### config.mk
export PLATFORM = sky130hd
export DESIGN_NAME = product_accumulator_flat
export DESIGN_NICKNAME = d
export VERILOG_FILES = /design/src/rtl/product_accumulator_pkg.sv /design/src/rtl/product_accumulator_if.sv /design/src/rtl/product_accumulator_sat_adder.sv /design/src/rtl/product_accumulator.sv /design/src/flat_wrapper.sv
export SDC_FILE = /design/constraint.sdc
export NUM_CORES = 1
export LEC_CHECK = 0
export CAP_MARGIN = 20
export CORE_ASPECT_RATIO = 1.2
export CORE_MARGIN = 4
export CORE_UTILIZATION = 50
export DETAILED_ROUTE_END_ITERATION = 10
export DONT_BUFFER_PORTS = 1
export SLEW_MARGIN = 20
export SYNTH_ARGS = -nofsm -noshare
export SYNTH_HDL_FRONTEND = slang
export SYNTH_SLANG_ARGS = --single-unit
### constraint.sdc
create_clock -name clk -period 7.3 [get_ports clk]
set_input_delay 1.46 -clock clk [delete_from_list [all_inputs] [get_ports clk]]
set_output_delay 1.46 -clock clk [all_outputs]
set_load 0.01 [all_outputs]
### src/rtl/product_accumulator_pkg.sv
// Shared definitions for the accumulate half of the sequential MAC datapath:
// state encoding, default product width and accumulator sizing helper.
package product_accumulator_pkg;

    typedef enum logic [0:0] {
        S_ACC  = 1'b0,
        S_HOLD = 1'b1
    } acc_state_t;

    localparam int DEF_PROD_W = 16;

    // Smallest accumulator width that can never saturate for a given group size.
    function automatic int min_acc_w(input int prod_w, input int n_terms);
        return prod_w + $clog2(n_terms);
    endfunction

endpackage

### src/rtl/product_accumulator_if.sv
// Product stream in, finished group sum out, plus the synchronous abort.
interface product_accumulator_if #(
    parameter int PROD_W = 16,
    parameter int ACC_W  = 20
);
    logic              clear;
    logic              in_valid;
    logic [PROD_W-1:0] in_product;
    logic              in_ready;
    logic              out_valid;
    logic              out_ready;
    logic [ACC_W-1:0]  out_sum;
    logic              out_overflow;
    logic [7:0]        term_count;

    modport master (
        output clear, in_valid, in_product, out_ready,
        input  in_ready, out_valid, out_sum, out_overflow, term_count
    );

    modport slave (
        input  clear, in_valid, in_product, out_ready,
        output in_ready, out_valid, out_sum, out_overflow, term_count
    );
endinterface

### src/rtl/product_accumulator_sat_adder.sv
// Combinational unsigned saturating adder: ACC_W-bit running sum plus a
// zero-extended PROD_W-bit product, clamped to all-ones on carry out.
module product_accumulator_sat_adder #(
    parameter int ACC_W  = 20,
    parameter int PROD_W = 16
) (
    input  logic [ACC_W-1:0]  i_acc,
    input  logic [PROD_W-1:0] i_addend,
    output logic [ACC_W-1:0]  o_sum,
    output logic              o_carry
);
    logic [ACC_W:0] w_full;

    // Add one bit wider than the accumulator so the carry is visible.
    always_comb begin
        w_full  = {1'b0, i_acc} + {{(ACC_W + 1 - PROD_W){1'b0}}, i_addend};
        o_carry = w_full[ACC_W];
        if (o_carry) begin
            o_sum = '1;
        end else begin
            o_sum = w_full[ACC_W-1:0];
        end
    end
endmodule

### src/rtl/product_accumulator.sv
// Sums N_TERMS unsigned products into a saturating accumulator and presents
// each finished group on a registered valid/ready result port.
module product_accumulator
    import product_accumulator_pkg::*;
#(
    parameter int PROD_W  = DEF_PROD_W,
    parameter int N_TERMS = 4,
    parameter int ACC_W   = 20
) (
    input  logic                  clk,
    input  logic                  reset,
    product_accumulator_if.slave  bus
);
    localparam logic [7:0] LAST_CNT = 8'(N_TERMS - 1);

    acc_state_t       r_state;
    acc_state_t       w_state_nxt;
    logic [ACC_W-1:0] r_acc;
    logic [ACC_W-1:0] r_out_sum;
    logic [ACC_W-1:0] w_sum;
    logic [7:0]       r_count;
    logic             r_ovf;
    logic             r_out_ovf;
    logic             r_out_valid;
    logic             w_carry;
    logic             w_accept;
    logic             w_last;
    logic             w_release;
    logic             w_ovf_nxt;

    product_accumulator_sat_adder #(
        .ACC_W  (ACC_W),
        .PROD_W (PROD_W)
    ) u_sat_adder (
        .i_acc    (r_acc),
        .i_addend (bus.in_product),
        .o_sum    (w_sum),
        .o_carry  (w_carry)
    );

    assign w_accept  = (r_state == S_ACC) && bus.in_valid;
    assign w_last    = (r_count == LAST_CNT);
    assign w_release = r_out_valid && bus.out_ready;
    assign w_ovf_nxt = r_ovf | w_carry;

    // Next-state decode; clear overrides every handshake.
    always_comb begin
        w_state_nxt = r_state;
        if (bus.clear) begin
            w_state_nxt = S_ACC;
        end else begin
            case (r_state)
                S_ACC: begin
                    if (w_accept && w_last) begin
                        w_state_nxt = S_HOLD;
                    end else begin
                        w_state_nxt = S_ACC;
                    end
                end
                S_HOLD: begin
                    if (w_release) begin
                        w_state_nxt = S_ACC;
                    end else begin
                        w_state_nxt = S_HOLD;
                    end
                end
                default: w_state_nxt = S_ACC;
            endcase
        end
    end

    // State register.
    always_ff @(posedge clk or posedge reset) begin
        if (reset) begin
            r_state <= S_ACC;
        end else begin
            r_state <= w_state_nxt;
        end
    end

    // Accumulator, term counter, sticky overflow and the registered result.
    always_ff @(posedge clk or posedge reset) begin
        if (reset) begin
            r_acc       <= '0;
            r_count     <= 8'd0;
            r_ovf       <= 1'b0;
            r_out_sum   <= '0;
            r_out_ovf   <= 1'b0;
            r_out_valid <= 1'b0;
        end else if (bus.clear) begin
            // The result registers keep their last value; only the handshake drops.
            r_acc       <= '0;
            r_count     <= 8'd0;
            r_ovf       <= 1'b0;
            r_out_valid <= 1'b0;
        end else begin
            case (r_state)
                S_ACC: begin
                    if (w_accept) begin
                        r_acc   <= w_sum;
                        r_ovf   <= w_ovf_nxt;
                        r_count <= r_count + 8'd1;
                        if (w_last) begin
                            r_out_sum   <= w_sum;
                            r_out_ovf   <= w_ovf_nxt;
                            r_out_valid <= 1'b1;
                        end
                    end
                end
                S_HOLD: begin
                    if (w_release) begin
                        r_acc       <= '0;
                        r_count     <= 8'd0;
                        r_ovf       <= 1'b0;
                        r_out_valid <= 1'b0;
                    end
                end
                default: begin
                    r_acc       <= '0;
                    r_count     <= 8'd0;
                    r_ovf       <= 1'b0;
                    r_out_valid <= 1'b0;
                end
            endcase
        end
    end

    assign bus.in_ready     = (r_state == S_ACC);
    assign bus.out_valid    = r_out_valid;
    assign bus.out_sum      = r_out_sum;
    assign bus.out_overflow = r_out_ovf;
    assign bus.term_count   = r_count;

endmodule

### src/flat_wrapper.sv
// flat-port wrapper written by rule: the top's interface ports become plain ports
module product_accumulator_flat import product_accumulator_pkg::*;
#(
    parameter int PROD_W  = DEF_PROD_W,
    parameter int N_TERMS = 4,
    parameter int ACC_W   = 20
)
  (clk, reset, bus_clear, bus_in_valid, bus_in_product, bus_out_ready, bus_in_ready, bus_out_valid, bus_out_sum, bus_out_overflow, bus_term_count);
  product_accumulator_if #(.PROD_W(PROD_W), .ACC_W(ACC_W)) bus_i ();
  input  logic clk;
  input  logic reset;
  input wire logic [$bits(bus_i.clear)-1:0] bus_clear;
  input wire logic [$bits(bus_i.in_valid)-1:0] bus_in_valid;
  input wire logic [$bits(bus_i.in_product)-1:0] bus_in_product;
  input wire logic [$bits(bus_i.out_ready)-1:0] bus_out_ready;
  output wire logic [$bits(bus_i.in_ready)-1:0] bus_in_ready;
  output wire logic [$bits(bus_i.out_valid)-1:0] bus_out_valid;
  output wire logic [$bits(bus_i.out_sum)-1:0] bus_out_sum;
  output wire logic [$bits(bus_i.out_overflow)-1:0] bus_out_overflow;
  output wire logic [$bits(bus_i.term_count)-1:0] bus_term_count;
  assign bus_i.clear = bus_clear;
  assign bus_i.in_valid = bus_in_valid;
  assign bus_i.in_product = bus_in_product;
  assign bus_i.out_ready = bus_out_ready;
  assign bus_in_ready = bus_i.in_ready;
  assign bus_out_valid = bus_i.out_valid;
  assign bus_out_sum = bus_i.out_sum;
  assign bus_out_overflow = bus_i.out_overflow;
  assign bus_term_count = bus_i.term_count;
  product_accumulator #(.PROD_W(PROD_W), .N_TERMS(N_TERMS), .ACC_W(ACC_W)) u_core (.clk(clk), .reset(reset), .bus(bus_i));
endmodule
==> results of run 1 <==
-- flip-flops by register name (all words and copies together), names as in the netlist --
signal / cells
u_core.bus.out_overflow: 1
u_core.bus.out_sum: 20
u_core.bus.out_valid: 1
u_core.bus.term_count: 8
u_core.r_acc: 20
u_core.r_ovf: 1
u_core.r_state: 1
-- per-layer routing --
metal | track usage [%] | up-vias
li1 | - | 1201
met1 | 24.0 | 1126
met2 | 32.3 | 43
met3 | 4.62 | 4
met4 | 4.73 | 0
met5 | 0 | -
-- worst paths after layout --
check	from	to	slack (ns)
min	u_core.r_acc[10]$_DFFE_PP0P_	u_core.r_acc[10]$_DFFE_PP0P_	0.49
max in group asynchronous	reset	u_core.r_acc[10]$_DFFE_PP0P_	5.68
max reg2reg	u_core.r_acc[0]$_DFFE_PP0P_	u_core.r_acc[14]$_DFFE_PP0P_	4.40
min reg2reg	u_core.r_acc[10]$_DFFE_PP0P_	u_core.r_acc[10]$_DFFE_PP0P_	0.49
min in group asynchronous	reset	u_core.r_acc[0]$_DFFE_PP0P_	1.08
max	bus_in_product[0]	u_core.r_acc[14]$_DFFE_PP0P_	3.64
-- power breakdown --
part / internal [µW] / switching [µW] / leakage [µW] / total (µW)
Clock: 84.7 / 91.7 / 0.0000503 / 176
Sequential: 327 / 39.3 / 0.000705 / 366
Combinational: 79.4 / 118 / 0.000700 / 197
Total: 491 / 249 / 0.00146 / 740
-- cells by family after synthesis --
kind of cell	synth area share [%]
fa+ha+maj	7.73
mux	0.998
simple gates	20.4
buf+inv	3.08
compound gates	19.3
xor+xnor	5.24
flops	43.2
-- synthesized netlist by cell type, types with 2 or more instances --
| library cell | n |
|---|---|
| nand4_1 | 2 |
| nor2_1 | 52 |
| a21o_1 | 6 |
| nor3_1 | 4 |
| o21ai_0 | 36 |
| o21a_1 | 3 |
| o211ai_1 | 2 |
| a311oi_1 | 2 |
| nor2b_1 | 6 |
| clkbuf_1 | 9 |
| a31oi_1 | 5 |
| dfrtp_1 | 52 |
| mux2i_1 | 3 |
| buf_2 | 5 |
| xor2_1 | 8 |
| a21oi_1 | 28 |
| xnor2_1 | 10 |
| or3_1 | 3 |
| and3_1 | 3 |
| ha_1 | 17 |
| a211oi_1 | 2 |
| nand2_1 | 49 |
| and2_1 | 2 |
| nand3_1 | 11 |
| inv_1 | 6 |
-- area by class of cell --
class / count / area (µm²) / share of cell area [%]
Clock buffer: 7 / 96.3 / 3.04
Sequential cell: 52 / 1300 / 41.0
Multi-Input combinational cell: 275 / 1620 / 50.9
Inverter: 6 / 22.5 / 0.710
Timing Repair Buffer: 3 / 35.0 / 1.10
Tap cell: 80 / 100 / 3.16
-- through the flow --
step | cell area, µm² | total power [µW]
2_1_floorplan | 3010 | 525
3_3_place_gp | 3050 | 568
3_5_place_dp | 3070 | 571
4_1_cts | 3170 | 748
5_1_grt | 3170 | 791
6_report | 3170 | 740
-- tightest hold or removal path, delay by kind of cell (launching register included) --
family / cells / cell delay (ns)
AOI/OAI and AO/OA: 1 / 0.06
DFF: 1 / 0.35
and+or+nand+nor: 1 / 0.05
==> results.yml, run 1 <==
floorplanning:
  die_h_um: 93.0
  die_area_mm2: 0.00733
  rows: 30
  initial_utilization_pct: 52.4
  io-pin-count: 52
  core_area_mm2: 0.00574
  fp.dieW_um: 78.8
synth:
  synth_top_area_cell: "dfrtp_1"
  synth_nets: 387
  syn_area_per_cell_um2: 8.65
  synthCells: 348
  yosys.area.top_type_share_pct: 43.2
  syn-cell-area_mm2: 0.00301
  ys_ff_latch: 52
  yosysWarnings: 0
  synthArstFlopShare_pct: 100
  synth-edff-count: 0
  ys.flop_type: "dfrtp_1"
  ys_seq_area_share_pct: 43.2
  yosys.cell_types.count: 47
  synthTopCellsByArea: "dfrtp_1 43%, ha_1 7.1%, nor2_1 6.5%"
place:
  io_buffers: 0
  placed_cells: 416
  place_congestion: 0.811
  detailedPlace.worstSlack_ns: 3.32
  dpl.hpwl_um: 4840
global_route:
  grt_pass1_vias: 2416
  grt_max_degree: 32
  grt_use_total_pct: 18.9
  grt-ovfl-total: 0
  grt_pass1_wl_um: 11200
  antenna_found_initial: 0
route:
  drc: 0
  wl_met3_um: 376
  routed-wl-met2_um: 3130
  wl_met1_um: 3000
  num_vias: 2374
  wl_per_cell_um: 15.5
  drtPass1Iterations: 4
  drtIter0Drc: 124
  drtAntennaViolNets: 0
  wirelength_um: 6560
  top_layer_used: "met4"
  via_per_inst: 5.61
timing:
  finalMaxSlewViolations: 0
  layout_setup_ws_ns: 3.64
  fin_crit_ns: 3.66
  final.hold.worst_slack_ns: 0.491
  finalHoldViolCount: 0
  rsz0062_at_grt: "no"
  relSlewSlack_pct: 44.0
  fin_tns_setup_ns: 0
  finalSetupViolCount: 0
  fin_worst_skew_ns: 0.00741
  worst_slew_pin_slew_ns: 0.841
  min_period_over_period_pct: 50.1
  max_clock_freq_ghz: 0.273
worst_setup_path:
  crit_path_start_kind: "input port"
  critPathMaxFanout: 4
  slowest_delay_ns: 0.47
  end_kind: "flip-flop"
  path_buf_inv: 0
  cp.arrival_ns: 3.81
  path_cells: "ha_1 -> fa_1 -> a211oi_1 -> o21ai_1 -> a311oi_1 -> nor2_1 -> or3_1 -> a21oi_1 -> o21ai_0"
  cp.depth: 9
  cpLargestDelayFamily: "compound AO/OA/AOI/OAI gates"
  reg2regPathDepth: 9
  crit_type: "in2reg"
  critPathSlowestCell: "a311oi_1"
  required_ns: 7.45
cts:
  cts_resized: 0
  cts_sinks: 52
  ctsHoldBuffers: 0
  cts_tree: "built"
  cts.reportedPaths.clkPinSlew_ns: 0.09
  clk_latency_ns: 0.30
  cts_buffers: 5
  cts_buffer_depth: 2
  cts_root_buffer: "clkbuf_8"
  post-cts-setup-buffers: 0
  htree_levels: 2
final_layout:
  final_cells: 423
  final_cell_mix: "52 x nor2_1, 52 x dfrtp_1, 49 x nand2_1"
  antenna_cells: 0
  post-route-util_pct: 55.2
  nets: 382
  areaGrowthSynthToFinish_pct: 5.36
  drive_gt1_share_pct: 5.25
  fillCellCount: 553
power:
  peakVddDrop_mv: 0.104
  leakagePower_uw: 0.00146
  power.density_mw_per_mm2: 233
min_path:
  hold_class: "reg2reg"
  whs_path_depth: 2
flow_run:
  maxCapViolCount: 0
run_status:
  status: "complete, no violations"
Power figures use the tool's default switching activity.
==> run 2, diff against run 1 <==
Settings changed: PLACE_DENSITY set to 0.68.
Clock period 7.3 ns to 3 ns, I/O delays scaled along.
==> run 2 against run 1 <==
Against the previous run: routed wire length shrank 1.6%; highest routed layer unchanged; critical path type is now reg2reg; power grew 140%; largest power group unchanged; sequential share of layout area shrank 0.40 points.
==> results.yml, run 2 (same netlist as run 1, synthesis figures left out) <==
flow_run:
  maxCapViolCount: 0
min_path:
  hold_class: "in2async"
cts:
  clk_latency_ns: 0.31
  cts_sinks: 52
  cts_root_buffer: "clkbuf_8"
  cts_buffers: 5
  cts_buffer_depth: 2
  ctsHoldBuffers: 0
  cts_resized: 0
  htree_levels: 2
  post-cts-setup-buffers: 0
  cts_tree: "built"
  cts.reportedPaths.clkPinSlew_ns: 0.10
route:
  drtIter0Drc: 108
  wirelength_um: 6460
  drc: 0
  wl_met1_um: 2810
  drtAntennaViolNets: 0
  wl_met3_um: 382
  routed-wl-met2_um: 3180
  drtPass1Iterations: 4
  wl_per_cell_um: 15.0
  via_per_inst: 5.59
  top_layer_used: "met4"
  num_vias: 2405
timing:
  fin_worst_skew_ns: 0.00475
  relSlewSlack_pct: 44.6
  finalSetupViolCount: 0
  rsz0062_at_grt: "no"
  fin_crit_ns: 2.69
  finalHoldViolCount: 0
  finalMaxSlewViolations: 0
  max_clock_freq_ghz: 0.371
  fin_tns_setup_ns: 0
  min_period_over_period_pct: 89.8
  worst_slew_pin_slew_ns: 0.830
floorplanning:
  io-pin-count: 52
  die_area_mm2: 0.00733
  rows: 30
  fp.dieW_um: 78.8
  core_area_mm2: 0.00574
  die_h_um: 93.0
  initial_utilization_pct: 52.4
place:
  place_congestion: 0.837
  placed_cells: 422
  io_buffers: 0
  dpl.hpwl_um: 4770
  dpl-instance-area_mm2: 0.00311
worst_setup_path:
  required_ns: 3.17
  critPathMaxFanout: 4
  worstReg2RegStart: "u_core.r_acc[0]$_DFFE_PP0P_"
  r2r_slack_ns: 0.31
  crit_type: "reg2reg"
  reg2regPathDepth: 9
  worstSetupEndpoint: "u_core.r_acc[14]$_DFFE_PP0P_"
  rr_endpoint: "u_core.r_acc[14]$_DFFE_PP0P_"
  cp.arrival_ns: 2.86
  critPathLaunch: "u_core.r_acc[0]$_DFFE_PP0P_"
  crit_path_start_kind: "flip-flop"
  end_kind: "flip-flop"
global_route:
  antenna_found_initial: 0
  grt_max_degree: 32
  grt-ovfl-total: 0
  grt_pass1_vias: 2474
  grt_use_total_pct: 19.1
  grt_pass1_wl_um: 11400
final_layout:
  final_cell_mix: "52 x nor2_1, 52 x dfrtp_1, 49 x nand2_1"
  areaGrowthSynthToFinish_pct: 6.40
  antenna_cells: 0
  drive_gt1_share_pct: 7.14
  final_cells: 430
  post-route-cell-area_mm2: 0.00320
  fillCellCount: 548
  nets: 388
run_status:
  status: "complete, no violations"
power:
  clkPwrFrac_pct: 23.9
  leakagePower_uw: 0.00148
  power_frac_comb_pct: 26.5
  switchingPower_uw: 635
  power.density_mw_per_mm2: 563
  power_frac_seq_pct: 49.6
  peakVddDrop_mv: 0.262
  sw_frac_of_total_pct: 35.2
  intPower_uw: 1170
==> run 2: cell types whose count changed in the layout (fill, tap and decap cells not counted), sizes merged <==
cell,change
buf,+6
clkbuf,-2
clkinv,+1
inv,+2
==> run 2: metrics by stage <==
| stage | util [%] | power (µW) | hold WS, ns | worst slack, ns |
|---|---|---|---|---|
| 6_report | 55.8 | 1800 | 0.193 | 0.306 |
| 2_1_floorplan | - | 1280 | 0.454 | 0.233 |
| 3_3_place_gp | 54.1 | 1380 | 0.465 | 0.125 |
| 4_1_cts | 55.8 | 1820 | 0.214 | 0.293 |
| 5_1_grt | 55.8 | 1930 | 0.217 | 0.0322 |
| 3_5_place_dp | 54.1 | 1390 | 0.479 | 0.0837 |
==> run 2: worst min-delay path by stage <==
stage | from | endpoint | slack [ns] | cells after the start
global route | reset | u_core.bus.term_count[5]$_DFFE_PP0P_ | 0.22 | 1
floorplan | u_core.r_acc[0]$_DFFE_PP0P_ | u_core.r_acc[0]$_DFFE_PP0P_ | 0.45 | 2
global placement | u_core.r_acc[11]$_DFFE_PP0P_ | u_core.r_acc[11]$_DFFE_PP0P_ | 0.46 | 2
CTS | reset | u_core.bus.term_count[5]$_DFFE_PP0P_ | 0.21 | 1
detailed placement | u_core.r_acc[11]$_DFFE_PP0P_ | u_core.r_acc[11]$_DFFE_PP0P_ | 0.48 | 2
finish | reset | u_core.bus.term_count[5]$_DFFE_PP0P_ | 0.19 | 1
==> run 2: area by class of cell <==
class                      count  area [µm²]  area share, %
inverter                       6        22.5          0.703
multi-input combinational    275        1620           50.4
timing repair buffer           9        67.6           2.11
sequential                    52        1300           40.6
clock buffer                   5        68.8           2.15
clock inverter                 3        26.3          0.821
tap                           80         100           3.13
==> run 2: critical path, cell delays in order (launching register included) <==
cell	delay (ns)
dfrtp_1	0.40
ha_1	0.21
fa_1	0.42
a211oi_1	0.26
o21ai_1	0.16
a311oi_1	0.37
nor2_1	0.11
or3_1	0.36
a21oi_1	0.17
o21ai_0	0.11
==> run 2: power groups by stage <==
stage / Clock, µW / Combinational (µW) / Sequential [µW]
6_report: 431 / 478 / 894
3_5_place_dp: 0 / 479 / 911
3_3_place_gp: 0 / 471 / 907
2_1_floorplan: 0 / 388 / 889
5_1_grt: 473 / 553 / 907
4_1_cts: 445 / 482 / 897
==> run 2: routing by layer <==
metal,up-vias,track usage (%)
li1,1212,-
met1,1137,23.5
met2,47,32.5
met3,9,5.39
met4,0,5.59
met5,-,0
==> run 3, diff against run 2 <==
Settings changed: CORE_UTILIZATION 50 to 55, PLACE_DENSITY 0.68 to 0.73.
==> run 3 against run 2 <==
Against the previous run: core utilization rose by 4.6 points; first-iteration DRC count fell by 4.6%; sequential power about the same; clock skew rose by 0.0014 ns; critical path type unchanged.
==> results.yml, run 3 (same netlist as run 1, synthesis figures left out) <==
route:
  via_per_inst: 5.91
  drtPass1Iterations: 6
  drtAntennaViolNets: 0
  drtIter0Drc: 103
  wl_per_cell_um: 15.7
  drc: 0
  wirelength_um: 6450
  num_vias: 2423
final_layout:
  antenna_cells: 0
  nets: 386
  areaGrowthSynthToFinish_pct: 6.20
  final_cells: 410
  drive_gt1_share_pct: 6.61
  fillCellCount: 478
  final_cell_mix: "52 x nor2_1, 52 x dfrtp_1, 49 x nand2_1"
timing:
  finalSetupViolCount: 0
  max_clock_freq_ghz: 0.367
  worst_slew_pin_slew_ns: 0.800
  fin_tns_setup_ns: 0
  finalHoldViolCount: 0
  min_period_over_period_pct: 90.8
  rsz0062_at_grt: "no"
  relSlewSlack_pct: 46.7
  fin_worst_skew_ns: 0.00613
  finalMaxSlewViolations: 0
  fin_crit_ns: 2.72
cts:
  htree_levels: 2
  cts_buffer_depth: 2
  ctsHoldBuffers: 0
  cts_root_buffer: "clkbuf_8"
  cts.reportedPaths.clkPinSlew_ns: 0.09
  post-cts-setup-buffers: 0
  cts_sinks: 52
  cts_buffers: 5
  cts_resized: 0
  cts_tree: "built"
  clk_latency_ns: 0.30
global_route:
  grt-ovfl-total: 0
  grt_use_total_pct: 21.0
  antenna_found_initial: 0
  grt_max_degree: 32
  grt_pass1_vias: 2393
  grt_pass1_wl_um: 10900
worst_setup_path:
  worstSetupEndpoint: "u_core.r_acc[14]$_DFFE_PP0P_"
  critPathMaxFanout: 4
  critPathLaunch: "u_core.r_acc[0]$_DFFE_PP0P_"
  cp.arrival_ns: 2.89
  end_kind: "flip-flop"
  rr_endpoint: "u_core.r_acc[14]$_DFFE_PP0P_"
  crit_type: "reg2reg"
  worstReg2RegStart: "u_core.r_acc[0]$_DFFE_PP0P_"
  r2r_slack_ns: 0.28
  reg2regPathDepth: 9
  crit_path_start_kind: "flip-flop"
  required_ns: 3.16
place:
  dpl.hpwl_um: 4750
  io_buffers: 0
  placed_cells: 402
  place_congestion: 0.855
power:
  clkPwrFrac_pct: 27.7
  intPower_uw: 1290
  leakagePower_uw: 0.00148
  power.density_mw_per_mm2: 595
  peakVddDrop_mv: 0.319
  sw_frac_of_total_pct: 32.2
  power_uw: 1900
  switchingPower_uw: 611
  power_frac_comb_pct: 25.3
  power_frac_seq_pct: 47.0
min_path:
  hold_class: "in2async"
floorplanning:
  core_area_mm2: 0.00530
  fp.dieW_um: 75.5
  initial_utilization_pct: 56.8
  die_h_um: 89.0
  die_area_mm2: 0.00672
  rows: 29
  io-pin-count: 52
flow_run:
  maxCapViolCount: 0
run_status:
  status: "complete, no violations"
[run 3: changes by cell type in the layout (fill, tap and decap cells not counted), sizes merged]
cell / delta
inv: -2
clkbuf: +2
clkinv: -1
buf: -2
bufinv: +1
[run 3: worst min-delay path by stage]
stage,start,to,slack [ns]
floorplan,u_core.r_acc[0]$_DFFE_PP0P_,u_core.r_acc[0]$_DFFE_PP0P_,0.45
global placement,u_core.r_acc[2]$_DFFE_PP0P_,u_core.r_acc[2]$_DFFE_PP0P_,0.47
detailed placement,u_core.r_acc[14]$_DFFE_PP0P_,u_core.r_acc[14]$_DFFE_PP0P_,0.48
CTS,reset,u_core.bus.term_count[5]$_DFFE_PP0P_,0.19
global route,reset,u_core.bus.term_count[0]$_DFFE_PP0P_,0.21
finish,reset,u_core.bus.term_count[5]$_DFFE_PP0P_,0.19
[run 3: area by class of cell]
class                           count  area (µm²)  area share, %
Sequential cell                    52        1300           40.7
Clock inverter                      1        30.0          0.940
Timing Repair Buffer                7        52.6           1.64
Clock buffer                        7        96.3           3.01
Tap cell                           62        77.6           2.43
Multi-Input combinational cell    275        1620           50.5
Inverter                            6        22.5          0.705
[run 3: power groups by stage]
stage	clock [µW]	sequential [µW]	combinational, µW
final	526	893	482
after global placement	0	906	469
after CTS	541	896	483
after global routing	577	909	550
after floorplan	0	889	388
after detailed placement	0	910	480
[run 3: worst max-delay path, stage by stage (launching register included)]
cell and delay (ns):
dfrtp_1 0.39, ha_1 0.21, fa_1 0.42, a211oi_1 0.26, o21ai_1 0.17, a311oi_1 0.39
nor2_1 0.12, or3_1 0.36, a21oi_1 0.17, o21ai_0 0.11
[run 3: routing by layer]
layer  vias to the layer above  part of all wire, %  global-route usage, %
li1                       1206                    -                      -
met1                      1162                   44                   25.6
met2                        49                   49                   36.7
met3                         6                  5.1                   4.61
met4                         0                  1.0                   6.20
met5                         -                    0                      0
[run 3: per-stage QoR]
step | hold slack, ns | cell area [µm²] | utilization [%] | setup slack, ns
after detailed placement | 0.475 | 3070 | 57.9 | 0.0381
after CTS | 0.193 | 3200 | 60.3 | 0.246
final | 0.186 | 3200 | 60.3 | 0.277
after global placement | 0.466 | 3070 | 57.9 | 0.118
after floorplan | 0.454 | 3010 | - | 0.233
after global routing | 0.209 | 3200 | 60.3 | 0.0244
